==> src/rtl/gray_counter.sv <==
// Up/down binary counter with a registered Gray-code view, plus an independent
// one-cycle Gray-to-binary converter. All state resets synchronously.
module gray_counter #(
    parameter int WIDTH = 4
) (
    input  logic             clk,
    input  logic             rst,
    input  logic             en,
    input  logic             up_dn,
    input  logic             load,
    input  logic [WIDTH-1:0] load_bin,
    output logic [WIDTH-1:0] bin_out,
    output logic [WIDTH-1:0] gray_out,
    output logic             wrap,
    input  logic             g_valid_in,
    input  logic [WIDTH-1:0] gray_in,
    output logic             b_valid_out,
    output logic [WIDTH-1:0] bin_conv_out
);

    localparam logic [WIDTH-1:0] ONE = {{(WIDTH-1){1'b0}}, 1'b1};
    localparam logic [WIDTH-1:0] MAX = {WIDTH{1'b1}};

    logic [WIDTH-1:0] bin_nxt;
    logic             wrap_nxt;
    logic [WIDTH-1:0] g2b;

    // Load beats count; wrap is only raised by a counting step across the end.
    always_comb begin
        bin_nxt  = bin_out;
        wrap_nxt = 1'b0;
        if (load) begin
            bin_nxt = load_bin;
        end else if (en) begin
            if (up_dn) begin
                bin_nxt  = bin_out + ONE;
                wrap_nxt = (bin_out == MAX);
            end else begin
                bin_nxt  = bin_out - ONE;
                wrap_nxt = (bin_out == '0);
            end
        end
    end

    // Gray is derived from the next binary value so both registers move together.
    always_ff @(posedge clk) begin
        if (rst) begin
            bin_out  <= '0;
            gray_out <= '0;
            wrap     <= 1'b0;
        end else begin
            bin_out  <= bin_nxt;
            gray_out <= bin_nxt ^ (bin_nxt >> 1);
            wrap     <= wrap_nxt;
        end
    end

    always_comb begin
        g2b            = '0;
        g2b[WIDTH-1]   = gray_in[WIDTH-1];
        for (int i = WIDTH - 2; i >= 0; i--) begin
            g2b[i] = g2b[i+1] ^ gray_in[i];
        end
    end

    always_ff @(posedge clk) begin
        if (rst) begin
            b_valid_out  <= 1'b0;
            bin_conv_out <= '0;
        end else begin
            b_valid_out <= g_valid_in;
            if (g_valid_in) begin
                bin_conv_out <= g2b;
            end
        end
    end

endmodule

==> config.mk <==
export PLATFORM = sky130hd
export DESIGN_NAME = gray_counter
export DESIGN_NICKNAME = d
export VERILOG_FILES = /design/src/rtl/gray_counter.sv
export SDC_FILE = /design/constraint.sdc
export NUM_CORES = 1
export LEC_CHECK = 0
export ABC_AREA = 1
export CORE_MARGIN = 1
export CORE_UTILIZATION = 40
export CTS_CLUSTER_SIZE = 20
export DETAILED_ROUTE_END_ITERATION = 10
export PLACE_DENSITY = 0.85
export SLEW_MARGIN = 25
export SYNTH_ARGS = -nofsm -noshare
export SYNTH_HDL_FRONTEND = slang
export SYNTH_SLANG_ARGS = --single-unit
==> constraint.sdc <==
create_clock -name clk -period 1.9 [get_ports clk]
set_input_delay 0.38 -clock clk [delete_from_list [all_inputs] [get_ports clk]]
set_output_delay 0.38 -clock clk [all_outputs]
set_load 0.1 [all_outputs]
==> impl_metrics.tcl, run 1 <==
set metrics [dict create \
    vdd_drop_max_mv 0.486 \
    portBuffers 27 \
    power.sequential.fraction_pct 36.7 \
    cts_max_level 1 \
    post-cts-setup-buffers 0 \
    drt-pass1-iter-count 2 \
    crit_path_start "up_dn" \
    holdPathStages 2 \
    clock_sinks 13 \
    synth_top_area_cell "dfxtp_1" \
    synth-seq-area-share_pct 39.0 \
    place.gp.congestion 0.879 \
    required_ps 2060 \
    cp-end-kind "flop" \
    dpl.hpwl_um 1100 \
    synth_top_area_share_pct 39.0 \
    maxCapViolCount 0 \
    min_from "bin_conv_out[2]" \
    setup_viol 0 \
    finalPower_uw 871 \
    die_h_um 42.8 \
    pwr-share-clk_pct 18.6 \
    dpl-instance-area_sq_um 980 \
    hold_viol 0 \
    drc 0 \
    fillers 129 \
    grt_start_max_net_pins 9 \
    fin_skew_ps 1.63 \
    dp_cells 131 \
    grt_overflow 0 \
    drive_gt1_share_pct 26.9 \
    synth-seq-cells 13 \
    areaGrowthSynthToFinish_pct 50.8 \
    swShare_pct 42.4 \
    crit_type "in -> reg" \
    rows 14 \
    root_buffer "clkbuf_4" \
    worstRegToRegCells 6 \
    yosysWarningCount 0 \
    switchingPower_uw 370 \
    avgViaCountPerCell 4.85 \
    fp.dieW_um 42.8 \
    synth_most_common_cell "nand2_1" \
    synth_area_sq_um 667 \
    cts_tree "yes" \
    initial_utilization_pct 43.8 \
    syn_nets 105 \
    synth.distinct_cells 25 \
    dieArea_sq_um 1830 \
    fmax_mhz 554 \
    grt_pass1_wl_um 2400 \
    grt.total_usage_pct 17.3 \
    cp.arrival_ps 1970 \
    cts_made_buffers 3 \
    instances_no_fill 135 \
    critPathLaunchType "input port" \
    rsz0062_at_grt "false" \
    status "finished, final reports clean" \
    antenna_found_initial 0 \
    tightest_slew_ps 308 \
    clockBufferDepth 2 \
    finalCriticalPeriod_ps 1810 \
    timing.rr.start "bin_out[0]" \
    p_leak_nw 0.484 \
    async_reset_ff_share_pct 0 \
    clk_pin_slew_worst_paths_ps 70 \
    synth.top_cells.by_area "dfxtp_1 (39%), nand2_1 (10%), nor2_1 (6.2%), inv_1 (5.1%), o21ai_2 (3.9%)" \
    cts_resized 0 \
    hp-class "reg -> reg" \
    drt-initial-drc-count 8 \
    p_comb_share_pct 44.7 \
    finalNetCount 137 \
    p_int_uw 501 \
    fin_crit_sh_pct 95.0 \
    fp.coreArea_sq_um 1520 \
    hold_buffers 0 \
    grt_pass1_vias 605 \
    worstSkewPairLatency_ps 270 \
    yosys-top-cells-count "nand2_1 (18), dfxtp_1 (13), nor2_1 (11)" \
    io_pins 28 \
    yosys_most_used_dff "dfxtp_1" \
    maxSlewHeadroom_pct 79.4 \
    ant_nets 0 \
    crit_fanout 4 \
    wl_per_cell_um 9.61 \
    postLayoutCellArea_sq_um 1010 \
    power.density_nw_per_um2 866 \
    wl_um 1300 \
    antenna_cells 0 \
    drv_slew 0 \
    synth_edf_count 0 \
    syn_area_per_cell_sq_um 7.58 \
    synth_cells 88 \
    num_vias 655 \
]
## worst max-delay path: stages
cell and delay (ps):
clkdlybuf4s50_1 490, inv_2 70, fa_1 550, nand2_1 60
o211ai_1 100, o21ai_2 110, o22a_1 210
## final timing paths
check | endpoint | slack, ps
hold / removal | bin_conv_out[2] | 510
setup reg to reg | gray_out[0] | 420
setup / recovery | gray_out[0] | 90
hold reg to reg | bin_conv_out[2] | 510
## registers in the layout, indices dropped and copies added (netlist names)
name and count:
b_valid_out 1, wrap 1, bin_out 4, gray_out 3, bin_conv_out 4
## kinds of logic (layout without fill, tap and decap cells)
group | Yosys count | count (layout) | synth area share [%]
xor+xnor | 3 | 3 | 5.07
flops | 13 | 13 | 39.0
fa+ha+maj | 3 | 3 | 6.75
buf+inv | 14 | 45 | 8.44
compound gates | 16 | 16 | 15.9
simple gates | 39 | 39 | 24.8
## cell usage in the layout (no fill, tap or decap), types with 2 or more instances in the layout
master            n
nand3_1           3
o211ai_1          2
o21ai_1           4
inv_1             9
buf_12            4
clkdlybuf4s50_1  13
or2_1             2
nand2_1          18
clkbuf_4          3
dfxtp_1          10
inv_2             3
nor3_1            2
dfxtp_2           3
ha_1              2
buf_4            12
nor2_1           11
a21oi_1           4
o21ai_2           3
## area by class of cell
class,instances,area [sq um],share of cell area [%]
repair buffers,29,300,29.9
well taps,16,20.0,1.99
inverters,12,45.0,4.48
clock buffers,4,26.3,2.61
flip-flops and latches,13,264,26.2
multi-input cells,61,350,34.8
## metrics by stage
| stage | setup slack, ps | TNS, ps | hold WS, ps | util (%) |
|---|---|---|---|---|
| CTS | 94.8 | 0 | 523 | 66.0 |
| detailed placement | -183 | -663 | 499 | 64.3 |
| floorplan | 113 | 0 | 475 | - |
| global route | 3.25 | 0 | 554 | 66.0 |
| finish | 94.6 | 0 | 514 | 66.0 |
| global placement | -155 | -496 | 472 | 64.3 |
## power by group through the flow
stage	sequential, mW	combinational (mW)	clock [mW]
finish	0.319	0.389	0.162
global route	0.323	0.413	0.189
CTS	0.319	0.392	0.167
detailed placement	0.325	0.392	0
global placement	0.325	0.386	0
floorplan	0.492	0.109	0
## metal layers
layer / vias to the layer above / GRT usage, % / routed length (um)
met1: 283 / 18.4 / 545
met2: 23 / 29.4 / 658
met3: 4 / 4.68 / 65
met4: 0 / 11.3 / 29
met5: - / 0 / 0
li1: 345 / - / -
No activity file was read; power rests on OpenSTA's default activity.
==> inputs of run 2 (changes only) <==
Settings changed: CAP_MARGIN set to 15, CORE_UTILIZATION 40 to 33, CTS_CLUSTER_DIAMETER set to 100, PLACE_DENSITY 0.85 to 0.74.
==> impl_metrics.tcl, run 2 (synthesis gave the netlist of run 1 again) <==
set metrics [dict create \
    drv_slew 0 \
    drt-initial-drc-count 6 \
    wl_um 1390 \
    hold_viol 0 \
    avgViaCountPerCell 4.66 \
    wl_per_cell_um 9.68 \
    cp.arrival_ps 1970 \
    clockBufferDepth 2 \
    rsz0062_at_grt "false" \
    fin_crit_sh_pct 94.5 \
    cts_max_level 1 \
    utilization_pct 56.5 \
    fmax_mhz 557 \
    place.gp.congestion 0.816 \
    min_from "bin_conv_out[2]" \
    hp-class "reg -> reg" \
    worstSkewPairLatency_ps 280 \
    antenna_cells 0 \
    crit_fanout 4 \
    mostFrequentLayoutCells "nand2_1 (18), clkdlybuf4s50_1 (13), buf_4 (12)" \
    die_h_um 47.0 \
    holdPathStages 2 \
    drc 0 \
    reg_top3 "bin_conv_out x4, bin_out x4, gray_out x3" \
    fp.dieW_um 47.0 \
    post-cts-setup-buffers 0 \
    final_common_cell "nand2_1" \
    dr_wl_met3_um 121 \
    cts_resized 0 \
    cts_made_buffers 3 \
    io_pins 28 \
    power.density_nw_per_um2 868 \
    instances_no_fill 144 \
    grt_pass1_vias 655 \
    grt.total_usage_pct 16.3 \
    rows 15 \
    maxCapViolCount 0 \
    clock_sinks 13 \
    drt-pass1-iter-count 4 \
    setup_viol 0 \
    dr_wl_met2_um 624 \
    vdd_drop_max_mv 0.472 \
    fin_skew_ps 3.58 \
    fp.coreArea_sq_um 1800 \
    dp_cells 140 \
    r2r_slack_ps 410 \
    clk_pin_slew_worst_paths_ps 80 \
    dieArea_sq_um 2200 \
    top_layer "met4" \
    ant_nets 0 \
    required_ps 2080 \
    tightest_slew_ps 327 \
    cp-end-kind "flop" \
    grt_overflow 0 \
    status "finished, final reports clean" \
    initial_utilization_pct 37.0 \
    dpl.hpwl_um 1160 \
    grt_start_max_net_pins 9 \
    worstRegToRegCells 6 \
    timing.rr.start "bin_out[0]" \
    critPathLaunchType "input port" \
    whs_ps 492 \
    finalCriticalPeriod_ps 1790 \
    finalNetCount 137 \
    p_leak_nw 0.484 \
    hold_buffers 0 \
    drive_gt1_share_pct 26.9 \
    grt_pass1_wl_um 2530 \
    crit_type "in -> reg" \
    maxSlewHeadroom_pct 78.2 \
    r2r-end "gray_out[0]" \
    root_buffer "clkbuf_4" \
    portBuffers 27 \
    worstHoldEndpoint "bin_conv_out[2]" \
    cts_tree "yes" \
    areaGrowthSynthToFinish_pct 52.5 \
    m1WireLength_um 612 \
    num_vias 671 \
    antenna_found_initial 0 \
]
run 2: where the power goes:
part           switching (mW)  internal (mW)  leakage, nW
combinational           0.269          0.122        0.360
sequential             0.0207          0.298        0.109
clock                  0.0926         0.0816       0.0150
total                   0.382          0.501        0.484
run 2: through the flow:
| step | power [mW] | worst slack (ps) | area [sq um] | setup TNS (ps) |
|---|---|---|---|---|
| global route | 0.931 | 18.1 | 1020 | 0 |
| detailed placement | 0.718 | -199 | 991 | -703 |
| finish | 0.883 | 105 | 1020 | 0 |
| CTS | 0.890 | 99.4 | 1020 | 0 |
| global placement | 0.713 | -159 | 991 | -518 |
| floorplan | 0.601 | 113 | 671 | 0 |
run 2: final cells by class:
cell class / count / area (sq um)
clock buffer: 4 / 26.3
fill: 175 / 785
inverter: 12 / 45.0
multi-input combinational: 61 / 350
sequential: 13 / 264
tap: 25 / 31.3
timing repair buffer: 29 / 300
run 2: metal layers:
layer  vias to the layer above  track usage (%)
li1                        348                -
met1                       283             18.8
met2                        35             27.5
met3                         5             4.23
met4                         0             8.57
met5                         -                0
run 2: how the worst max path moves through the flow:
stage                     from          end  slack [ps]  cells after the start
finish                   up_dn  gray_out[0]         110                      7
floorplan           bin_out[3]  gray_out[3]         110                      1
global route             up_dn  gray_out[2]          20                     14
CTS                      up_dn  gray_out[0]         100                      7
detailed placement       up_dn  gray_out[0]        -200                      7
global placement         up_dn  gray_out[0]        -160                      7
run 2: worst max-delay path, cell delays in order:
cell,delay (ps)
clkdlybuf4s50_1,500
inv_2,70
fa_1,530
nand2_1,50
o211ai_1,110
o21ai_2,120
o22a_1,220
